## config.mk

```make
export PLATFORM = sky130hd
export DESIGN_NAME = address_generator_flat
export DESIGN_NICKNAME = d
export VERILOG_FILES = /design/src/rtl/address_generator_if.sv /design/src/rtl/address_generator.sv /design/src/flat_wrapper.sv
export SDC_FILE = /design/constraint.sdc
export NUM_CORES = 1
export LEC_CHECK = 0
export BUFFER_PORTS_ARGS = -buffer_cell sky130_fd_sc_hd__buf_4
export CAP_MARGIN = 20
export CORE_MARGIN = 10
export CORE_UTILIZATION = 40
export CTS_CLUSTER_SIZE = 8
export DETAILED_ROUTE_END_ITERATION = 12
export PLACE_DENSITY_LB_ADDON = 0.1
export SYNTH_ARGS = -nofsm -noshare
export SYNTH_HDL_FRONTEND = slang
export SYNTH_SLANG_ARGS = --single-unit
```

## constraint.sdc

```tcl
create_clock -name clk -period 1.9 [get_ports clk]
set_input_delay 0.38 -clock clk [delete_from_list [all_inputs] [get_ports clk]]
set_output_delay 0.38 -clock clk [all_outputs]
set_load 0.05 [all_outputs]
```

## src/rtl/address_generator_if.sv

```systemverilog
// Handshake and address bus between the neuron control unit / ALU side
// (master) and the address generator (slave).
interface address_generator_if #(
    parameter int ADDR_W = 8
);
    logic              AG_rst;
    logic              AG_read;
    logic [ADDR_W-1:0] x_addr;
    logic [ADDR_W-1:0] w_addr;
    logic              addr_valid;
    logic              last_input;
    logic              last_neuron;
    logic [ADDR_W-1:0] neuron_idx;
    logic              data_valid;
    logic              data_last;
    logic              done;

    modport master (
        output AG_rst, AG_read,
        input  x_addr, w_addr, addr_valid, last_input, last_neuron,
               neuron_idx, data_valid, data_last, done
    );

    modport slave (
        input  AG_rst, AG_read,
        output x_addr, w_addr, addr_valid, last_input, last_neuron,
               neuron_idx, data_valid, data_last, done
    );
endinterface

```

## src/rtl/address_generator.sv

```systemverilog
// Address generator for a fully-connected layer: walks the input vector
// (N_INPUTS per neuron) and the neuron-major weight block, one address pair
// per AG_read, and delays the valid/last qualifiers by the memory latency.
module address_generator #(
    parameter int ADDR_W    = 8,
    parameter int N_INPUTS  = 4,
    parameter int N_NEURONS = 4,
    parameter int X_BASE    = 0,
    parameter int W_BASE    = 0,
    parameter int MEM_LAT   = 1
) (
    input  logic                clk,
    input  logic                reset,
    address_generator_if.slave  bus
);

    localparam int I_W = (N_INPUTS  > 1) ? $clog2(N_INPUTS)  : 1;
    localparam int N_W = (N_NEURONS > 1) ? $clog2(N_NEURONS) : 1;

    localparam logic [I_W-1:0]    I_LAST = I_W'(N_INPUTS - 1);
    localparam logic [N_W-1:0]    N_LAST = N_W'(N_NEURONS - 1);
    localparam logic [ADDR_W-1:0] X_B    = ADDR_W'(X_BASE);
    localparam logic [ADDR_W-1:0] W_B    = ADDR_W'(W_BASE);

    typedef enum logic [1:0] {
        S_IDLE,
        S_RUN,
        S_DONE
    } state_t;

    state_t            state_q, state_d;
    logic [I_W-1:0]    i_q, i_d;
    logic [N_W-1:0]    n_q, n_d;
    logic [ADDR_W-1:0] wp_q, wp_d;

    logic              issue;
    logic              final_issue;
    logic              i_last;
    logic              n_last;

    logic [ADDR_W-1:0] x_addr_q, w_addr_q, neuron_idx_q;
    logic              addr_valid_q, last_input_q, last_neuron_q, done_q;

    // {valid, last} shift register matching the memory read latency
    logic [1:0]        dly_q [MEM_LAT];

    assign i_last = (i_q == I_LAST);
    assign n_last = (n_q == N_LAST);

    // State register and walk counters
    always_ff @(posedge clk) begin
        if (!reset) begin
            state_q <= S_IDLE;
            i_q     <= '0;
            n_q     <= '0;
            wp_q    <= W_B;
        end else begin
            state_q <= state_d;
            i_q     <= i_d;
            n_q     <= n_d;
            wp_q    <= wp_d;
        end
    end

    // Next-state, counter advance and issue decision
    always_comb begin
        state_d     = state_q;
        i_d         = i_q;
        n_d         = n_q;
        wp_d        = wp_q;
        issue       = 1'b0;
        final_issue = 1'b0;

        if (bus.AG_rst) begin
            state_d = S_IDLE;
            i_d     = '0;
            n_d     = '0;
            wp_d    = W_B;
        end else begin
            case (state_q)
                S_IDLE, S_RUN: begin
                    if (bus.AG_read) begin
                        issue = 1'b1;
                        // The final issue freezes the counters so a later
                        // restart only happens through AG_rst/reset.
                        if (i_last && n_last) begin
                            final_issue = 1'b1;
                            state_d     = S_DONE;
                        end else begin
                            state_d = S_RUN;
                            wp_d    = wp_q + ADDR_W'(1);
                            if (i_last) begin
                                i_d = '0;
                                n_d = n_q + N_W'(1);
                            end else begin
                                i_d = i_q + I_W'(1);
                            end
                        end
                    end
                end
                default: ;
            endcase
        end
    end

    // Registered address pair, qualifiers and sticky done flag
    always_ff @(posedge clk) begin
        if (!reset || bus.AG_rst) begin
            x_addr_q      <= X_B;
            w_addr_q      <= W_B;
            neuron_idx_q  <= '0;
            addr_valid_q  <= 1'b0;
            last_input_q  <= 1'b0;
            last_neuron_q <= 1'b0;
            done_q        <= 1'b0;
        end else if (issue) begin
            x_addr_q      <= X_B + ADDR_W'(i_q);
            w_addr_q      <= wp_q;
            neuron_idx_q  <= ADDR_W'(n_q);
            addr_valid_q  <= 1'b1;
            last_input_q  <= i_last;
            last_neuron_q <= n_last;
            if (final_issue) begin
                done_q <= 1'b1;
            end
        end else begin
            addr_valid_q  <= 1'b0;
            last_input_q  <= 1'b0;
            last_neuron_q <= 1'b0;
        end
    end

    // Memory-latency delay line for data_valid/data_last
    always_ff @(posedge clk) begin
        if (!reset || bus.AG_rst) begin
            for (int unsigned k = 0; k < MEM_LAT; k++) begin
                dly_q[k] <= '0;
            end
        end else begin
            dly_q[0] <= {addr_valid_q, last_input_q};
            for (int unsigned k = 1; k < MEM_LAT; k++) begin
                dly_q[k] <= dly_q[k-1];
            end
        end
    end

    assign bus.x_addr      = x_addr_q;
    assign bus.w_addr      = w_addr_q;
    assign bus.neuron_idx  = neuron_idx_q;
    assign bus.addr_valid  = addr_valid_q;
    assign bus.last_input  = last_input_q;
    assign bus.last_neuron = last_neuron_q;
    assign bus.done        = done_q;
    assign bus.data_valid  = dly_q[MEM_LAT-1][1];
    assign bus.data_last   = dly_q[MEM_LAT-1][0];

endmodule

```

## src/flat_wrapper.sv

```systemverilog
// flat-port wrapper written by rule: the top's interface ports become plain ports
module address_generator_flat 
#(
    parameter int ADDR_W    = 8,
    parameter int N_INPUTS  = 4,
    parameter int N_NEURONS = 4,
    parameter int X_BASE    = 0,
    parameter int W_BASE    = 0,
    parameter int MEM_LAT   = 1
)
  (clk, reset, bus_AG_rst, bus_AG_read, bus_x_addr, bus_w_addr, bus_addr_valid, bus_last_input, bus_last_neuron, bus_neuron_idx, bus_data_valid, bus_data_last, bus_done);
  address_generator_if #(.ADDR_W(ADDR_W)) bus_i ();
  input  logic clk;
  input  logic reset;
  input wire logic [$bits(bus_i.AG_rst)-1:0] bus_AG_rst;
  input wire logic [$bits(bus_i.AG_read)-1:0] bus_AG_read;
  output wire logic [$bits(bus_i.x_addr)-1:0] bus_x_addr;
  output wire logic [$bits(bus_i.w_addr)-1:0] bus_w_addr;
  output wire logic [$bits(bus_i.addr_valid)-1:0] bus_addr_valid;
  output wire logic [$bits(bus_i.last_input)-1:0] bus_last_input;
  output wire logic [$bits(bus_i.last_neuron)-1:0] bus_last_neuron;
  output wire logic [$bits(bus_i.neuron_idx)-1:0] bus_neuron_idx;
  output wire logic [$bits(bus_i.data_valid)-1:0] bus_data_valid;
  output wire logic [$bits(bus_i.data_last)-1:0] bus_data_last;
  output wire logic [$bits(bus_i.done)-1:0] bus_done;
  assign bus_i.AG_rst = bus_AG_rst;
  assign bus_i.AG_read = bus_AG_read;
  assign bus_x_addr = bus_i.x_addr;
  assign bus_w_addr = bus_i.w_addr;
  assign bus_addr_valid = bus_i.addr_valid;
  assign bus_last_input = bus_i.last_input;
  assign bus_last_neuron = bus_i.last_neuron;
  assign bus_neuron_idx = bus_i.neuron_idx;
  assign bus_data_valid = bus_i.data_valid;
  assign bus_data_last = bus_i.data_last;
  assign bus_done = bus_i.done;
  address_generator #(.ADDR_W(ADDR_W), .N_INPUTS(N_INPUTS), .N_NEURONS(N_NEURONS), .X_BASE(X_BASE), .W_BASE(W_BASE), .MEM_LAT(MEM_LAT)) u_core (.clk(clk), .reset(reset), .bus(bus_i));
endmodule
```

Word-level counts from Yosys, hierarchy flattened. Memory sizes are Yosys's and may differ from the RTL's. Index checks and enable logic that the tools add are counted.

Register bits after elaboration: 30. RAM bits: 2. Output and inout port bits: 30. Word-level logic and storage cells: 48. Memories: 1.

$add $sub $neg: 3. Equality and inequality tests: 3. Multiplexer cells: 15. Bitwise gates (word level): 3. Reductions and logical operators: 12.

Memories: u_core.dly_q (words 1, width 2, read ports 1, clocked after Yosys merged registers in 0, wr ports 1, RTL line address_generator.sv:45) `logic [1:0] dly_q [MEM_LAT];`.

Operators by type and width (count): $mux 1 (12); $add 8x1->8 const B (1); $reduce_or 2->1 (4); $mux 2 (3); $add 2x1->2 const B (2); $eq 2x2->1 const B (2); $reduce_and 2->1 (2); $reduce_and 4->1 (1); $not 1->1 (3); $reduce_and 3->1 (1); $eq 2x1->1 const B (1); $logic_not 2->1 (1); $logic_and 1x1->1 (1); $logic_not 1->1 (1); $logic_or 1x1->1 (1).

Longest topological paths before layout. Gate-level depths: netlist (run 1).

Depth in word-level cells: 7. Gate-level depth with buffers: 5. Depth with buffers taken out: 4.

Worst setup path after synthesis (run 1). No wires, ideal clock.

Path type: register to register. From: register u_core.n_q[0]. To: register u_core.wp_q[5]. Library setup time: 72 ps. Data arrival time: 1267 ps. Data required time: 1828 ps. Setup slack: 561 ps. Cell stages (with the launch flop): 6. Path through: dfxtp_1 > ha_1 > and2_4 > buf_6 > nor4_2 > mux2i_1.

Longest elaborated chain between the ends: 4.

Ends and longest elaborated chain: start, declared (RTL line address_generator.sv:33) `logic [N_W-1:0] n_q, n_d;`; start signal, assigned (RTL line address_generator.sv:60) `n_q <= n_d;`; $eq 2x2->1 (RTL line address_generator.sv:48) `assign n_last = (n_q == N_LAST);`; named net u_core.n_last (RTL line address_generator.sv:39) `logic n_last;`; $logic_and 1x1->1 (RTL line address_generator.sv:86) `if (i_last && n_last) begin`; $not 1->1 (no source line); $reduce_and 3->1 (no source line); end signal, assigned (RTL line address_generator.sv:61) `wp_q <= wp_d;`; end, declared (RTL line address_generator.sv:34) `logic [ADDR_W-1:0] wp_q, wp_d;`.

The timed path passes the listed nets, and every way through them passes these cells. A chain may end at the register's enable or synchronous reset.

Worst setup path after layout (run 1).
From: register u_core.i_q[0]. To: register u_core.wp_q[5].

Longest elaborated chain between the ends: 4.

Ends and longest elaborated chain: start, declared (RTL line address_generator.sv:32) `logic [I_W-1:0] i_q, i_d;`; start signal, assigned (RTL line address_generator.sv:59) `i_q <= i_d;`; $eq 2x2->1 (RTL line address_generator.sv:47) `assign i_last = (i_q == I_LAST);`; named net u_core.i_last (RTL line address_generator.sv:38) `logic i_last;`; $logic_and 1x1->1 (RTL line address_generator.sv:86); $not 1->1 (no source line); $reduce_and 3->1 (no source line).

The timed path passes the listed nets, and every way through them passes these cells.

==> flow_summary_export.csv, run 1 <==
group,metric,value,unit
pwr,intPower,842,uW
die,rows,21,
route,totalWireLength,2810,um
pwr,switchingPower,312,uW
timing,period_share,72.6,%
place,io_buffers,21,
timing,period_minus_slack,1.38,ns
logic_synthesis,netlist_area,1370,sq um
pwr,combPwrFrac,9.5,%
timing,setup_viol,0,
min_path,whs_path_depth,2,
clock_network,cts.htree.levels,2,
clock_network,clock-sinks,31,
min_path,hold_class,"reg -> reg",
setup_path,arrival,1.65,ns
clock_network,cts_buffers,5,
logic_synthesis,ys_seq_area_share,45.2,%
setup_path,cpLargestDelayFamily,"simple AND/OR/NAND/NOR gates",
job,cap_violations,0,
logic_synthesis,synth_top_area_cell,"dfxtp_1",
route,drc,0,
logic_synthesis,ys_types,30,
pwr,finalPower,1.15,mW
timing,worst_pin_slew,0.700,ns
logic_synthesis,syn_inst,151,
route,routed_via_density,4.80,
die,dieHeight,78.6,um
pwr,seqPwrFrac,57.0,%
logic_synthesis,synth_fa_ha_area_share,2.73,%
die,initial_core_util,41.1,%
global_routing,grt_pass1_wl,4720,um
logic_synthesis,yosys.area.top_type_share,45.2,%
final_layout,nNetsFinal,178,
setup_path,critPathBufInv,0,
final_layout,antenna_cells,0,
pwr,power_density,745,nW/um^2
setup_path,worst_path_max_delay_cell,"dfxtp_1",
global_routing,grt-ovfl-total,0,
setup_path,crit_type,"reg -> reg",
logic_synthesis,synth_compound_area_share,9.39,%
logic_synthesis,async_flop_share,0,%
logic_synthesis,synth.area.top_cells,"dfxtp_1 45%, nand2_1 9.0%, buf_4 7.7%",
final_layout,nFillCells,345,
die,design.core.area,3340,sq um
outcome,status,"finished clean",
clock_network,cts_tree,"built",
setup_path,max_stage_delay,0.34,ns
final_layout,drive_gt1_share,21.6,%
logic_synthesis,ys_ff_latch,31,
die,ioPinCount,34,
logic_synthesis,synthXorXnorAreaFrac,0.638,%
place,gp_congestion,0.743,
timing,hold_viol_final,0,
route,via_count,1042,
logic_synthesis,synthMuxAreaShare,4.38,%
setup_path,path_depth,4,
die,die_area,6170,sq um
final_layout,utilization,46.4,%
final_layout,area.growth.synth_to_final,12.8,%
pwr,leakagePower,0.590,nW
logic_synthesis,yosysMostFrequentCell,"nand2_1",
global_routing,first_global_vias,1046,
setup_path,path_max_fanout,10,
route,drtIter0Drc,52,
logic_synthesis,yosysWarnings,0,
setup_path,worstPathCellList,"ha_1 -> and2_4 -> nor4_2 -> mux2i_1",
global_routing,antenna_found_initial,0,
timing,maxSlewViolCount,0,
route,ant_nets,0,
clock_network,insertion_delay,0.33,ns
pwr,netSwitchingFraction,27.0,%
route,wl_per_cell,13.0,um
clock_network,cts_resized,0,
logic_synthesis,synth_ff_type,"dfxtp_1",
clock_network,clk_pin_slew,0.09,ns
route,dr.pass1.iters,2,
timing,max_freq,725,MHz
global_routing,grt_start_max_net_pins,26,
timing,skew,0.00530,ns
logic_synthesis,syn_area_per_cell,9.09,sq um
place,dpl.hpwl,2050,um
clock_network,cts_hold_buf,0,
timing,rsz0062_at_grt,"false",
pwr,clockPowerShare,33.5,%
setup_path,end_kind,"flop",
logic_synthesis,synth-edff-count,0,
logic_synthesis,synth-simple-area-share,26.5,%
pwr,vdd_drop_max,0.363,mV
logic_synthesis,synth_top_family_by_area,"simple AND/OR/NAND/NOR gates",
clock_network,clk_path_buf_depth,2,
die,die_w,78.6,um
timing,tns,0,ns
setup_path,crit_path_start_kind,"flop",
logic_synthesis,synthTopCellsByCount,"33 x nand2_1, 31 x dfxtp_1, 16 x a21oi_1",
setup_path,worst_ep_required_time,2.17,ns
setup_path,reg2reg_depth,4,
clock_network,cts_setup_buffers,0,
timing,slew_headroom,53.3,%
clock_network,clock_tree.root_cell,"clkbuf_4",
global_routing,grt.total_usage,9.50,%
## final cells by class
cell class	instances	area (sq um)	area share (%)
flip-flops and latches	31	621	40.1
multi-input cells	110	644	41.6
well taps	46	57.6	3.72
clock inverters	1	5.00	0.323
clock buffers	6	51.3	3.31
inverters	1	3.75	0.243
repair buffers	22	165	10.7
## through the flow
step | hold slack (ns) | instance area (sq um) | worst slack [ns] | std cells
after floorplan | 0.440 | 1410 | 0.561 | 162
after global placement | 0.442 | 1490 | 0.551 | 210
after detailed placement | 0.449 | 1490 | 0.510 | 210
after CTS | 0.463 | 1550 | 0.514 | 217
after global routing | 0.490 | 1550 | 0.420 | 217
final | 0.460 | 1550 | 0.520 | 217
## cells by family after synthesis
family	after synthesis
buffers and inverters	21
AO/OA/AOI/OAI	24
other	1
adder cells (fa/ha/maj)	3
AND/OR/NAND/NOR	64
flip-flops	31
multiplexers	6
XOR/XNOR	1
## tightest hold or removal path, delay by kind of cell, from the launching register on
kind	cells	cell delay, ns
simple gates	1	0.05
compound gates	1	0.05
flops	1	0.32
## cell usage in the layout (no fill, tap or decap), drive strengths merged, types with 2 or more instances in the layout
cell and count:
a21oi 16, and2 3, and3 2, buf 22
clkbuf 6, conb 12, dfxtp 31, ha 3
mux2i 6, nand2 33, nand2b 7, nand3 3
nor2 4, nor4 5, o21a 3, o21ai 4
or3 2
## power groups by stage
stage / Combinational (mW) / Clock [mW] / Sequential [mW]
global route: 0.118 / 0.433 / 0.659
global placement: 0.109 / 0 / 0.673
floorplan: 0.110 / 0 / 0.679
CTS: 0.110 / 0.408 / 0.658
detailed placement: 0.110 / 0 / 0.673
finish: 0.110 / 0.386 / 0.658
## path summary, 6_finish.rpt
path                                            from  slack, ns                    to
worst min register to register  u_core.bus.w_addr[3]       0.46  u_core.bus.w_addr[3]
worst max register to register         u_core.i_q[0]       0.52        u_core.wp_q[5]
worst min-delay path            u_core.bus.w_addr[3]       0.46  u_core.bus.w_addr[3]
worst max-delay path                   u_core.i_q[0]       0.52        u_core.wp_q[5]
## registers in the layout, indices dropped and copies added, names as in the netlist
name / flops
u_core.wp_q: 8
u_core.dly_q: 2
u_core.n_q: 2
u_core.bus.last_input: 1
u_core.i_q: 2
u_core.bus.neuron_idx: 2
u_core.bus.addr_valid: 1
u_core.bus.x_addr: 2
u_core.bus.done: 1
u_core.bus.last_neuron: 1
u_core.bus.w_addr: 8
u_core.state_q: 1
## per-layer routing
metal | vias to the layer above | track usage [%] | share of wire, %
met5 | - | 0 | 0
met4 | 0 | 4.84 | 1.8
met3 | 5 | 4.67 | 5.4
met2 | 19 | 15.7 | 49
met1 | 501 | 9.79 | 43
li1 | 517 | - | -
(Power assumes the default switching activity.)
==> inputs of run 2 (changes only) <==
- clock period: 1.9 -> 1.4 ns (I/O delays scaled with it)
==> run 2 against run 1 <==
  * Final area increased by 3.9%
  * Clock power increased by 30%
  * Non-clock buffer count increased by 4
  * Via count increased by 2.4%
  * Worst setup slack got worse by 0.46 ns
  * Die area unchanged
  * Total power increased by 35%
  * Count of clock-buffer cells in the layout increased by 1
  * Core utilization increased by 1.8 points
  * Sequential cell count unchanged
  * Global-route usage increased by 0.85 points
  * Critical endpoint unchanged
  * Largest power group unchanged
  * Highest routed layer unchanged
==> flow_summary_export.csv, run 2 (synthesis gave the netlist of run 1 again) <==
group,metric,value,unit
outcome,status,"finished clean",
clock_network,cts_tree,"built",
setup_path,worst_path_max_delay_cell,"dfxtp_2",
clock_network,clock-sinks,31,
final_layout,layout_common_cells,"33 x nand2_1, 28 x dfxtp_1, 26 x buf_4",
place,io_buffers,21,
route,drtIter0Drc,97,
die,dieHeight,78.6,um
global_routing,antenna_found_initial,0,
route,wl_per_cell,13.6,um
job,cap_violations,0,
route,via_count,1067,
route,routed_via_density,4.78,
clock_network,clk_path_buf_depth,2,
route,totalWireLength,3030,um
pwr,clockPowerShare,32.2,%
min_path,hold_class,"in -> reg",
place,dpl.hpwl,2230,um
clock_network,cts_hold_buf,0,
final_layout,seq_area,624,sq um
global_routing,grt_start_max_net_pins,19,
final_layout,utilization,48.2,%
setup_path,critPathBufInv,0,
setup_path,worst_ep_required_time,1.67,ns
die,rows,21,
pwr,intPower,1.11,mW
pwr,netSwitchingFraction,28.3,%
setup_path,worstPathCellList,"ha_2 -> and2_4 -> nor4_4 -> mux2i_1",
clock_network,cts_buffers,5,
final_layout,nFillCells,337,
timing,max_freq,746,MHz
setup_path,crit_type,"reg -> reg",
die,ioPinCount,34,
die,die_area,6170,sq um
die,design.core.area,3340,sq um
setup_path,end_kind,"flop",
final_layout,drive_gt1_share,26.6,%
pwr,power_density,966,nW/um^2
pwr,combPwrFrac,10.3,%
die,initial_core_util,41.1,%
timing,period_share,95.8,%
clock_network,clk_pin_slew,0.10,ns
pwr,vdd_drop_max,0.377,mV
pwr,switchingPower,440,uW
timing,skew,0.00526,ns
timing,period_minus_slack,1.34,ns
route,dr.pass1.iters,4,
setup_path,cpLargestDelayFamily,"simple AND/OR/NAND/NOR gates",
final_layout,multi_input_area,677,sq um
final_layout,mostFrequentLayoutCell,"nand2_1",
pwr,finalPower,1.55,mW
global_routing,grt.total_usage,10.4,%
timing,maxSlewViolCount,0,
timing,setup_viol,0,
clock_network,cts.htree.levels,2,
route,drc,0,
place,gp_congestion,0.743,
clock_network,clock_tree.root_cell,"clkbuf_4",
final_layout,nNetsFinal,183,
route,ant_nets,0,
pwr,leakagePower,0.600,nW
global_routing,first_global_vias,1133,
timing,hold_viol_final,0,
die,die_w,78.6,um
setup_path,path_max_fanout,6,
setup_path,arrival,1.61,ns
setup_path,max_stage_delay,0.35,ns
setup_path,crit_path_start_kind,"flop",
global_routing,grt_pass1_wl,5260,um
final_layout,stdcell_count,223,
clock_network,insertion_delay,0.33,ns
final_layout,area.growth.synth_to_final,17.1,%
final_layout,antenna_cells,0,
pwr,seqPwrFrac,57.5,%
place,dp.cells,214,
global_routing,grt-ovfl-total,0,
-- run 2: cell count changes in the layout (fill, tap and decap cells not counted), sizes merged --
cell / change
and2: +1
clkbuf: +1
buf: +4
-- run 2: area by class of cell --
type | instances | area share, %
clock buffers | 7 | 2.80
clock inverters | 1 | 0.311
inverters | 1 | 0.233
multi-input cells | 111 | 42.1
flip-flops and latches | 31 | 38.8
well taps | 46 | 3.58
repair buffers | 26 | 12.1
-- run 2: layer usage --
layer	track usage [%]	routed length, um
met1	10.1	1220
met2	18.3	1530
met3	4.78	210
met4	4.84	65
met5	0	0
-- run 2: metrics by stage --
stage / hold slack (ns) / worst slack [ns] / cell area, sq um / setup TNS [ns]
2_1_floorplan: 0.440 / 0.0613 / 1410 / 0
3_3_place_gp: 0.439 / 0.0983 / 1520 / 0
3_5_place_dp: 0.448 / -0.00905 / 1520 / -0.00905
4_1_cts: 0.354 / 0.000186 / 1580 / 0
5_1_grt: 0.361 / -0.0139 / 1610 / -0.0139
6_report: 0.364 / 0.0587 / 1610 / 0
-- run 2: power groups by stage --
| stage | clock [mW] | sequential (mW) | combinational [mW] |
|---|---|---|---|
| after floorplan | 0 | 0.921 | 0.149 |
| after global placement | 0 | 0.913 | 0.156 |
| after detailed placement | 0 | 0.913 | 0.158 |
| after CTS | 0.519 | 0.893 | 0.158 |
| after global routing | 0.547 | 0.895 | 0.173 |
| final | 0.500 | 0.894 | 0.160 |
-- run 2: repair_timing --
action / in CTS / in global routing
buffers inserted: 0 / 0
pin swaps: 0 / 2
endpoints found under the setup margin: 1 / 7
cloned: 0 / 1
resized for setup: 1 / 7
-- run 2: worst min-delay path, delay by kind of cell --
family          cells  cell delay [ns]
simple gates        1             0.11
buf+inv             2             0.23
compound gates      1             0.04
-- run 2: final timing paths --
kind                   startpoint                       end  slack (ns)  cells after the start
min                    bus_AG_rst  u_core.bus.neuron_idx[1]        0.36                      4
max reg2reg         u_core.i_q[0]            u_core.wp_q[5]        0.06                      4
max                 u_core.i_q[0]            u_core.wp_q[5]        0.06                      4
min reg2reg  u_core.bus.w_addr[3]      u_core.bus.w_addr[3]        0.46                      2
==> inputs of run 3 (changes only) <==
- BUFFER_PORTS_ARGS: -buffer_cell sky130_fd_sc_hd__buf_4 -> -buffer_cell sky130_fd_sc_hd__buf_2
==> run 3 against run 2 <==
  * Clock skew shrank 0.0023 ns
  * Worst hold slack gained 0.062 ns
  * Clock power grew 17%
  * Die area is the same
  * Global-route usage shrank 0.52 points
  * Combinational power shrank 3%
  * Sequential share of layout area grew 0.35 points
  * Highest routed layer unchanged
==> flow_summary_export.csv, run 3 (synthesis gave the netlist of run 1 again) <==
group,metric,value,unit
final_layout,layout_common_cells,"33 x nand2_1, 31 x dfxtp_1, 21 x buf_2",
timing,maxSlewViolCount,0,
setup_path,arrival,1.59,ns
final_layout,nNetsFinal,184,
clock_network,clock_tree.root_cell,"clkbuf_4",
clock_network,clk_path_buf_depth,2,
place,dp_slack,0.0207,ns
global_routing,grt.total_usage,9.83,%
route,drc,0,
die,rows,21,
timing,skew,0.00297,ns
final_layout,mostFrequentLayoutCell,"nand2_1",
pwr,finalPower,1.63,mW
final_layout,utilization,47.5,%
setup_path,worst_path_max_delay_cell,"dfxtp_1",
die,ioPinCount,34,
timing,period_minus_slack,1.34,ns
outcome,status,"finished clean",
clock_network,clock-sinks,31,
final_layout,antenna_cells,0,
route,totalWireLength,2810,um
clock_network,insertion_delay,0.33,ns
route,wl_per_cell,12.6,um
setup_path,crit_type,"reg -> reg",
route,dr.pass1.iters,4,
place,io_buffers,21,
pwr,leakagePower,0.616,nW
die,die_w,78.6,um
global_routing,antenna_found_initial,0,
clock_network,cts_hold_buf,0,
setup_path,cpLargestDelayFamily,"simple AND/OR/NAND/NOR gates",
final_layout,stdcell_count,224,
pwr,power_density,1030,nW/um^2
setup_path,worstPathCellList,"ha_2 -> and2_2 -> nor4_4 -> mux2i_1",
timing,max_freq,749,MHz
job,cap_violations,0,
timing,rsz0062_at_grt,"false",
global_routing,grt_pass1_wl,4900,um
clock_network,cts_buffers,5,
clock_network,clk_pin_slew,0.09,ns
global_routing,first_global_vias,1079,
die,die_area,6170,sq um
setup_path,path_max_fanout,5,
place,dp.cells,214,
timing,period_share,95.4,%
timing,setup_viol,0,
setup_path,crit_path_start_kind,"flop",
route,ant_nets,0,
clock_network,cts.htree.levels,2,
setup_path,max_stage_delay,0.34,ns
route,routed_via_density,4.66,
place,gp_congestion,0.767,
timing,layout_setup_ws,0.0642,ns
timing,hold_viol_final,0,
route,via_count,1043,
setup_path,end_kind,"flop",
pwr,vdd_drop_max,0.491,mV
die,design.core.area,3340,sq um
global_routing,grt_start_max_net_pins,20,
timing,tns,0,ns
global_routing,grt-ovfl-total,0,
final_layout,area.growth.synth_to_final,15.4,%
setup_path,worst_ep_required_time,1.66,ns
final_layout,drive_gt1_share,25.3,%
route,drtIter0Drc,64,
place,dpl.hpwl,2090,um
die,dieHeight,78.6,um
die,initial_core_util,41.1,%
clock_network,cts_tree,"built",
min_path,hold_class,"in -> reg",
setup_path,critPathBufInv,0,
==> run 3: cell type report <==
type / count / area, sq um
flip-flops and latches: 31 / 621
well taps: 46 / 57.6
clock buffers: 8 / 68.8
inverters: 1 / 3.75
fillers: 349 / 1750
multi-input cells: 111 / 683
repair buffers: 27 / 150
==> run 3: through the flow <==
stage               hold slack (ns)  instance area [sq um]
floorplan                     0.440                   1410
global placement              0.434                   1470
detailed placement            0.442                   1470
CTS                           0.412                   1550
global route                  0.433                   1580
finish                        0.426                   1580
==> run 3: repair_timing <==
| action | CTS | global route |
|---|---|---|
| pin swaps | 0 | 0 |
| gates resized for setup | 1 | 4 |
| setup endpoints to repair | 1 | 3 |
| buffers inserted | 0 | 1 |
| cloned | 0 | 1 |
==> run 3: tightest hold or removal path, cell delays in order <==
cell and delay, ns:
buf_2 0.09, nand2b_1 0.05, buf_4 0.19, nor2_1 0.11
==> run 3: final timing paths <==
check,cells past startpoint,end,slack [ns],start
worst max-delay path,4,u_core.wp_q[5],0.06,u_core.n_q[0]
worst min-delay path,4,u_core.bus.addr_valid,0.43,reset
worst max register to register,4,u_core.wp_q[5],0.06,u_core.n_q[0]
worst min register to register,2,u_core.bus.w_addr[1],0.46,u_core.bus.w_addr[1]
==> run 3: power by group <==
part / leakage, nW / internal [mW] / switching, mW
Sequential: 0.250 / 0.887 / 0.00536
Clock: 0.0386 / 0.295 / 0.292
Combinational: 0.328 / 0.0267 / 0.129
Total: 0.616 / 1.21 / 0.426
==> run 3: routing by layer <==
metal  vias up  wire length (um)  GRT usage (%)
met5         -                 0              0
met4         0                51           5.38
met3         4               166           5.13
met2        19              1360           15.9
met1       487              1240           10.1
li1        533                 -              -
